## src/rtl/pipeline_ctrl.sv

```systemverilog
// Stall/flush scheduler for the 5-stage core: merges bus waits, load-use
// hazards and multi-cycle mult/div into one per-stage stall vector plus a flush pulse.
module pipeline_ctrl #(
    parameter int MULT_CYCLES = 2,
    parameter int DIV_CYCLES  = 16,
    parameter int CNT_W       = 5
) (
    input  logic        clk,
    input  logic        rst,
    input  logic        id_read_en_1,
    input  logic [4:0]  id_read_addr_1,
    input  logic        id_read_en_2,
    input  logic [4:0]  id_read_addr_2,
    input  logic        ex_load,
    input  logic [4:0]  ex_write_addr,
    input  logic        ex_md_start,
    input  logic        ex_md_is_div,
    input  logic        if_bus_busy,
    input  logic        mem_bus_busy,
    input  logic        flush_req,
    input  logic [31:0] flush_target,
    output logic [5:0]  stall,
    output logic        flush,
    output logic [31:0] flush_pc,
    output logic        ex_md_done,
    output logic [31:0] stall_count,
    output logic [1:0]  md_state
);

    typedef enum logic [1:0] {
        MD_IDLE = 2'd0,
        MD_BUSY = 2'd1,
        MD_DONE = 2'd2
    } md_state_e;

    localparam logic [CNT_W-1:0] MULT_LOAD = CNT_W'(MULT_CYCLES - 1);
    localparam logic [CNT_W-1:0] DIV_LOAD  = CNT_W'(DIV_CYCLES - 1);

    md_state_e        state_q, state_d;
    logic [CNT_W-1:0] cnt_q, cnt_d;
    logic             pend_q, pend_d;
    logic [31:0]      tgt_q, tgt_d;
    logic [31:0]      sc_q, sc_d;

    logic hazard;
    logic md_stall;
    logic md_done;
    logic fire_pend;
    logic fire_new;
    logic flush_int;

    always_comb begin
        hazard = ex_load && (ex_write_addr != 5'd0) &&
                 ((id_read_en_1 && (id_read_addr_1 == ex_write_addr)) ||
                  (id_read_en_2 && (id_read_addr_2 == ex_write_addr)));
    end

    // A pending (deferred) flush always beats a new request in the same cycle.
    always_comb begin
        fire_pend = pend_q && !mem_bus_busy;
        fire_new  = flush_req && !mem_bus_busy && !pend_q;
        flush_int = rst && (fire_pend || fire_new);
        pend_d    = pend_q;
        tgt_d     = tgt_q;
        if (fire_pend || fire_new) begin
            pend_d = 1'b0;
        end else if (flush_req && mem_bus_busy && !pend_q) begin
            pend_d = 1'b1;
            tgt_d  = flush_target;
        end
    end

    always_comb begin
        state_d  = state_q;
        cnt_d    = cnt_q;
        md_stall = 1'b0;
        md_done  = 1'b0;
        case (state_q)
            MD_IDLE: begin
                if (ex_md_start) begin
                    md_stall = 1'b1;
                    cnt_d    = ex_md_is_div ? DIV_LOAD : MULT_LOAD;
                    state_d  = MD_BUSY;
                end
            end
            MD_BUSY: begin
                md_stall = 1'b1;
                if (cnt_q == '0) begin
                    state_d = MD_DONE;
                end else begin
                    cnt_d = cnt_q - 1'b1;
                end
            end
            MD_DONE: begin
                md_done = 1'b1;
                if (!mem_bus_busy) begin
                    state_d = MD_IDLE;
                end
            end
            default: state_d = MD_IDLE;
        endcase
        if (flush_int) begin
            state_d = MD_IDLE;
        end
    end

    always_comb begin
        stall = 6'b000000;
        if (rst && !flush_int) begin
            if (mem_bus_busy)     stall = 6'b011111;
            else if (md_stall)    stall = 6'b001111;
            else if (hazard)      stall = 6'b000111;
            else if (if_bus_busy) stall = 6'b000011;
            else                  stall = 6'b000000;
        end
        flush      = flush_int;
        flush_pc   = flush_int ? (fire_pend ? tgt_q : flush_target) : 32'd0;
        ex_md_done = rst && md_done;
        sc_d       = sc_q;
        if (stall[0] && (sc_q != 32'hFFFF_FFFF)) begin
            sc_d = sc_q + 32'd1;
        end
    end

    always_ff @(posedge clk) begin
        if (!rst) begin
            state_q <= MD_IDLE;
            cnt_q   <= '0;
            pend_q  <= 1'b0;
            tgt_q   <= 32'd0;
            sc_q    <= 32'd0;
        end else begin
            state_q <= state_d;
            cnt_q   <= cnt_d;
            pend_q  <= pend_d;
            tgt_q   <= tgt_d;
            sc_q    <= sc_d;
        end
    end

    assign stall_count = sc_q;
    assign md_state    = state_q;

endmodule
```

## config.mk

```make
export PLATFORM = sky130hd
export DESIGN_NAME = pipeline_ctrl
export DESIGN_NICKNAME = d
export VERILOG_FILES = /design/src/rtl/pipeline_ctrl.sv
export SDC_FILE = /design/constraint.sdc
export NUM_CORES = 1
export LEC_CHECK = 0
export BUFFER_PORTS_ARGS = -buffer_cell sky130_fd_sc_hd__buf_2
export CELL_PAD_IN_SITES_DETAIL_PLACEMENT = 0
export CELL_PAD_IN_SITES_GLOBAL_PLACEMENT = 1
export CORE_ASPECT_RATIO = 1.75
export CORE_MARGIN = 5
export CORE_UTILIZATION = 25
export CTS_BUF_LIST = sky130_fd_sc_hd__clkbuf_8
export DETAILED_ROUTE_END_ITERATION = 7
export GPL_ROUTABILITY_DRIVEN = 0
export PLACE_DENSITY_LB_ADDON = 0.1
export SYNTH_ARGS = -nofsm -noshare
export SYNTH_HDL_FRONTEND = slang
export SYNTH_SLANG_ARGS = --single-unit
```

## constraint.sdc

```tcl
create_clock -name clk -period 2 [get_ports clk]
set_input_delay 0.2 -clock clk [delete_from_list [all_inputs] [get_ports clk]]
set_output_delay 0.2 -clock clk [all_outputs]
set_load 0.05 [all_outputs]
```

# == Word-level counts from Yosys, hierarchy flattened ==
# Index checks and enable logic that the tools add are counted.
# word_totals
rom_bits,0
memories,0
out_inout_bits,74
reg_bits,72
latch_bits,0
ramBits,0
# classes
eq_ne,9
bitwise,2
n_reduce_logical,27
shifts,0
add_sub_neg,2
n_mul,0
div,0
n_lt_le_gt_ge,0
mux,18
# ops
op,n
32-bit 2-to-1 mux,2
32-bit by 1-bit adder with 32-bit output (second input constant),1
32-bit != test (second input constant),1
5-bit 2-to-1 mux,4
1-bit logical AND,13
5-bit equality test,2
5-bit case mux with 2 select lines,1
2-bit 2-to-1 mux,4
4-bit 2-to-1 mux,2
2-bit != test (second input constant),4
2-bit case mux with 3 select lines,1
3-bit AND reduction,2
5-bit logical NOT,1
5-bit nonzero test,1
5-bit by 1-bit subtractor with 5-bit output (second input constant),1
2-bit OR reduction,2
1-bit logical NOT,3
3-bit 2-to-1 mux,1
2-bit by 1-bit equality test with 1-bit output (second input constant),1
2-bit equality test (second input constant),1
2-bit logical NOT,1
1-bit logical OR,2
1-bit 2-to-1 mux,2
1-bit inverter,2
3 further kinds,3

# == Depth between registers and ports, before layout ==
# logic_depth
word_depth,9
mapped_depth,10

# == Worst setup path after synthesis ==
# OpenSTA, ideal clock, no wires.
# synth_path
path_type,flip-flop to output port
start,"register state_q[0], in the netlist md_state[0]"
end,output stall[2]
arrival_time_ns,2.174
required_time_ns,1.800
stages_incl_launch_ff,4
setup_slack_ns,-0.374
path_cell_list,dfxtp_1 -> o21bai_1 -> nor2b_1 -> o21ai_0
# synth_between
elab_chain_cells,5
elab_cells_between_ends,6
classes_between,1 x eq/ne; 4 x mux; 1 x reduce/logical
# synth_lines
element,line_no,source
"start, declared",39,"md_state_e state_q, state_d;"
"start signal, assigned",133,state_q <= state_d;
2-bit by 1-bit equality test with 1-bit output or 2-bit logical NOT (tied branches),78,case (state_q)
1-bit case mux with 2 select lines *,78,
4-bit 2-to-1 mux *,111,else if (md_stall) stall = 6'b001111;
5-bit 2-to-1 mux *,110,if (mem_bus_busy) stall = 6'b011111;
5-bit 2-to-1 mux *,109,if (rst && !flush_int) begin
"end, declared",22,"output logic [5:0] stall,"
# Mark *: on every way between the ends. The rest lies on a longest branch, timed or not.

# == Worst setup path in the final report ==
# layout_path
start,"register sc_q[0], in the netlist stall_count[0]"
end,"register sc_q[27], in the netlist stall_count[27]"
# layout_between
elab_chain_cells,2
elab_cells_between_ends,3
classes_between,1 x add/sub; 1 x eq/ne; 1 x reduce/logical
# layout_lines
element,line_no,source
"start, declared",43,"logic [31:0] sc_q, sc_d;"
"start signal, assigned",131,sc_q <= 32'd0;
"start signal, assigned",137,sc_q <= sc_d;
"parallel branches: the longest is 2 deep, another holds 32-bit by 1-bit adder with 32-bit output",n/a,
# Parallel ways; which one is timed is not known.
# A chain may end at the register's enable or synchronous reset.

==> summary.md <==
| Metric | Value |
|---|---|
| Total Routing Usage GR | `14.0%` |
| Max incr delay on CP | `0.37 ns` |
| Final setup margin | `0.00574 ns` |
| Arr. time, crit path | `2.28 ns` |
| Die area | `0.0184 sq mm` |
| Setup-failing EPs final | `0` |
| Worst setup EP type | `register` |
| Row cnt | `60` |
| DRT Wirelength | `13300 microns` |
| Clock-pin transition on the worst setup and hold timing paths | `0.08 ns` |
| Period minus WS final | `1.99 ns` |
| Peak VDD IR | `0.349 mV` |
| Detail Route Antenna Nets | `0` |
| First-pass GRT wire length | `21100 microns` |
| # IOs | `131` |
| Hold path depth | `3` |
| Most used flip-flop cell after synthesis | `dfxtp_1` |
| Fin cells | `871` |
| First-pass DRT Iterations | `4` |
| Tot Pwr | `3.54 mW` |
| Total congestion overflow | `0` |
| Post-synth net total | `583` |
| Clk Latency, worst-skew pair | `0.35 ns` |
| Die height | `176 microns` |
| RSZ-0062 raised after global routing | `yes` |
| FMAX | `501 MHz` |
| Hold violation count in the final report | `0` |
| Leakage power | `2.43 nW` |
| Hold crit path type | `in2reg` |
| Post-synth EDFFs | `0` |
| Port Buffers | `129` |
| Final Util | `35.8%` |
| Setup crit start kind | `register` |
| H-tree depth | `3` |
| DP Wirelength | `9710 microns` |
| Fin nets | `739` |
| Placed Cells | `848` |
| Clock tree buffer depth | `2` |
| Mapped Area | `0.00393 sq mm` |
| FF+latch area | `0.00151 sq mm` |
| Power per cell area | `642 mW/mm^2` |
| Setup TNS Final | `0 ns` |
| Reg-to-reg endpoint | `stall_count[27]` |
| Outcome | `complete, no violations` |
| Worst R2R Start | `stall_count[0]` |
| Layout fillers | `1638` |
| Pre-CTS setup slack | `-0.120 ns` |
| Routed vias | `4188` |
| CORE AREA | `0.0154 sq mm` |
| Share of cells above drive strength 1 | `36.5%` |
| Max-Cap Viols | `0` |
| Initial antenna violation count | `0` |
| Drt first-iter violations | `173` |
| Clk root buf | `clkbuf_8` |
| Syn Area/Cell | `7.51 sq um` |
| WS Path Type | `reg2reg` |
| CTS tree | `built` |
| Setup slack, reg-to-reg | `0.006 ns` |
| Largest net degree at the start of global routing | `73` |
| Final period utilization | `99.7%` |
| Seq cells post-synth | `72` |
| Critical Path RT | `2.28 ns` |
| Clock Sinks | `72` |
| Final instance area | `0.00551 sq mm` |
| Placed standard-cell area | `0.00513 sq mm` |
| Endpoint, Worst Hold | `tgt_q[22]` |
| Yosys Warn Count | `0` |
| Clock Skew | `0.00869 ns` |
| Hold path startpoint | `flush_target[22]` |
| Area occupied by multi-input gates | `0.00237 sq mm` |
| Worst r2r path cells | `11` |
| Ordered list of cells on the worst path | `ha_4, and2_4, nand4_1, nor2_2, a21oi_2, nand3_2, buf_12, buf_6, buf_4, or3_1, a21boi_1` |
| Worst hold margin | `0.104 ns` |
| Vias in the first global route | `4076` |
| Async SR Flop Fraction | `0%` |
| Critical Path Fanout Max | `7` |
| Register area share after synthesis | `36.7%` |
| Post-route DRC | `0` |
| Max-slew violation count | `0` |
| CTS Buf Count | `9` |
| Area grow syn2layout | `40.1%` |
| Wirelength per Cell | `15.3 microns` |
| Hold_buf cts | `0` |
| Starting density of the core | `25.5%` |
| Synthesized instance count | `523` |
| Die W | `105 microns` |
| Slowest cell on crit path | `dfxtp_4` |
| Cell variety after synth | `50` |
| Avg Vias per Cell | `4.81` |
==> power by group <==
group / leakage [nW] / switching (mW) / internal, mW
Sequential: 0.603 / 0.0394 / 1.48
Clock: 0.119 / 0.565 / 0.806
Combinational: 1.71 / 0.408 / 0.237
Total: 2.43 / 1.01 / 2.52
==> timing repair <==
| action | in CTS | in global routing |
|---|---|---|
| gates resized for setup | 6 | 25 |
| buffers inserted | 0 | 7 |
| pin swaps | 1 | 21 |
| setup endpoints to repair | 8 | 52 |
| endpoints found under the hold margin | 0 | 0 |
==> synthesized netlist by cell type, drive strengths merged, types with 3 or more instances <==
master	number	area, sq um
a21boi	41	308
a21oi	40	204
and2	3	18.8
and3	6	38.8
and4	4	37.5
buf	6	46.3
clkbuf	29	110
dfxtp	72	1440
ha	3	37.5
inv	9	33.8
mux2i	10	100
nand2	159	597
nand2b	16	100
nand3	16	85.1
nand3b	3	22.5
nand4	15	93.8
nor2	9	33.8
nor2b	6	37.5
nor3	4	20.0
nor4	3	40.0
o211ai	3	22.5
o21a	4	30.0
o21ai	11	55.1
o311ai	3	26.3
o31ai	9	67.6
o41ai	3	26.3
or3	4	25.0
or4	6	45.0
xnor2	12	105
==> cells in the final DEF (no fill, tap or decap), types with 5 or more instances in the layout <==
cell | Yosys | final
nor2_1 | 9 | 6
nand2_1 | 159 | 158
dfxtp_1 | 72 | 43
o21ai_0 | 11 | 9
nor2b_1 | 6 | 5
dfxtp_2 | 0 | 18
and3_1 | 5 | 5
buf_12 | 0 | 5
buf_4 | 4 | 44
nand4_1 | 15 | 15
mux2i_1 | 10 | 10
nand3_1 | 15 | 15
dfxtp_4 | 0 | 11
xnor2_1 | 12 | 12
clkbuf_8 | 0 | 12
nand2b_1 | 16 | 16
a21boi_0 | 35 | 33
a21oi_1 | 39 | 39
inv_1 | 9 | 9
o31ai_1 | 9 | 8
a21boi_1 | 6 | 7
buf_2 | 1 | 125
==> layer usage <==
metal / track usage (%) / vias to the layer above / wire [microns]
li1: - / 2119 / -
met1: 15.2 / 1963 / 5320
met5: 0 / - / 0
met3: 3.53 / 13 / 631
met4: 4.37 / 0 / 222
met2: 26.2 / 93 / 7150
==> final cells by class <==
| class | count | share of cell area, % |
|---|---|---|
| antenna | 1 | 0.0455 |
| clock buffer | 12 | 3.00 |
| clock inverter | 4 | 1.34 |
| inverter | 9 | 0.614 |
| multi-input combinational | 407 | 43.0 |
| sequential | 72 | 27.3 |
| tap | 186 | 4.23 |
| timing repair buffer | 180 | 20.4 |
==> cell families after synthesis <==
family | after synthesis | synth area share [%]
other | 1 | 0.0954
muxes | 10 | 2.55
adders and majority gates | 3 | 0.956
and+or+nand+nor | 258 | 31.2
DFF | 72 | 36.7
AOI/OAI and AO/OA | 123 | 21.0
buffers and inverters | 44 | 4.84
xor gates and xnor gates | 12 | 2.68
==> how the worst max path moves through the flow <==
stage	from	to	slack, ns	cells after the start
global placement	ex_write_addr[4]	stall_count[29]	-0.06	9
finish	stall_count[0]	stall_count[27]	0.006	11
floorplan	stall_count[0]	stall_count[25]	0.002	9
CTS	pend_q	stall[1]	-0.04	7
detailed placement	ex_write_addr[2]	stall_count[29]	-0.12	9
global route	stall_count[0]	stall_count[19]	-0.09	10
==> flip-flops by register name, summed over array words and instances, names as in the netlist <==
register     count
tgt_q           32
md_state         2
pend_q           1
cnt_q            5
stall_count     32
==> critical path: cells and delay by family, from the launching register on <==
kind	cells	cell delay, ns
flip-flops	1	0.37
AND/OR/NAND/NOR	5	0.72
AO/OA/AOI/OAI	2	0.28
buffers and inverters	3	0.41
adder cells (fa/ha/maj)	1	0.15
Note: power is estimated with default switching activity, not from simulation.
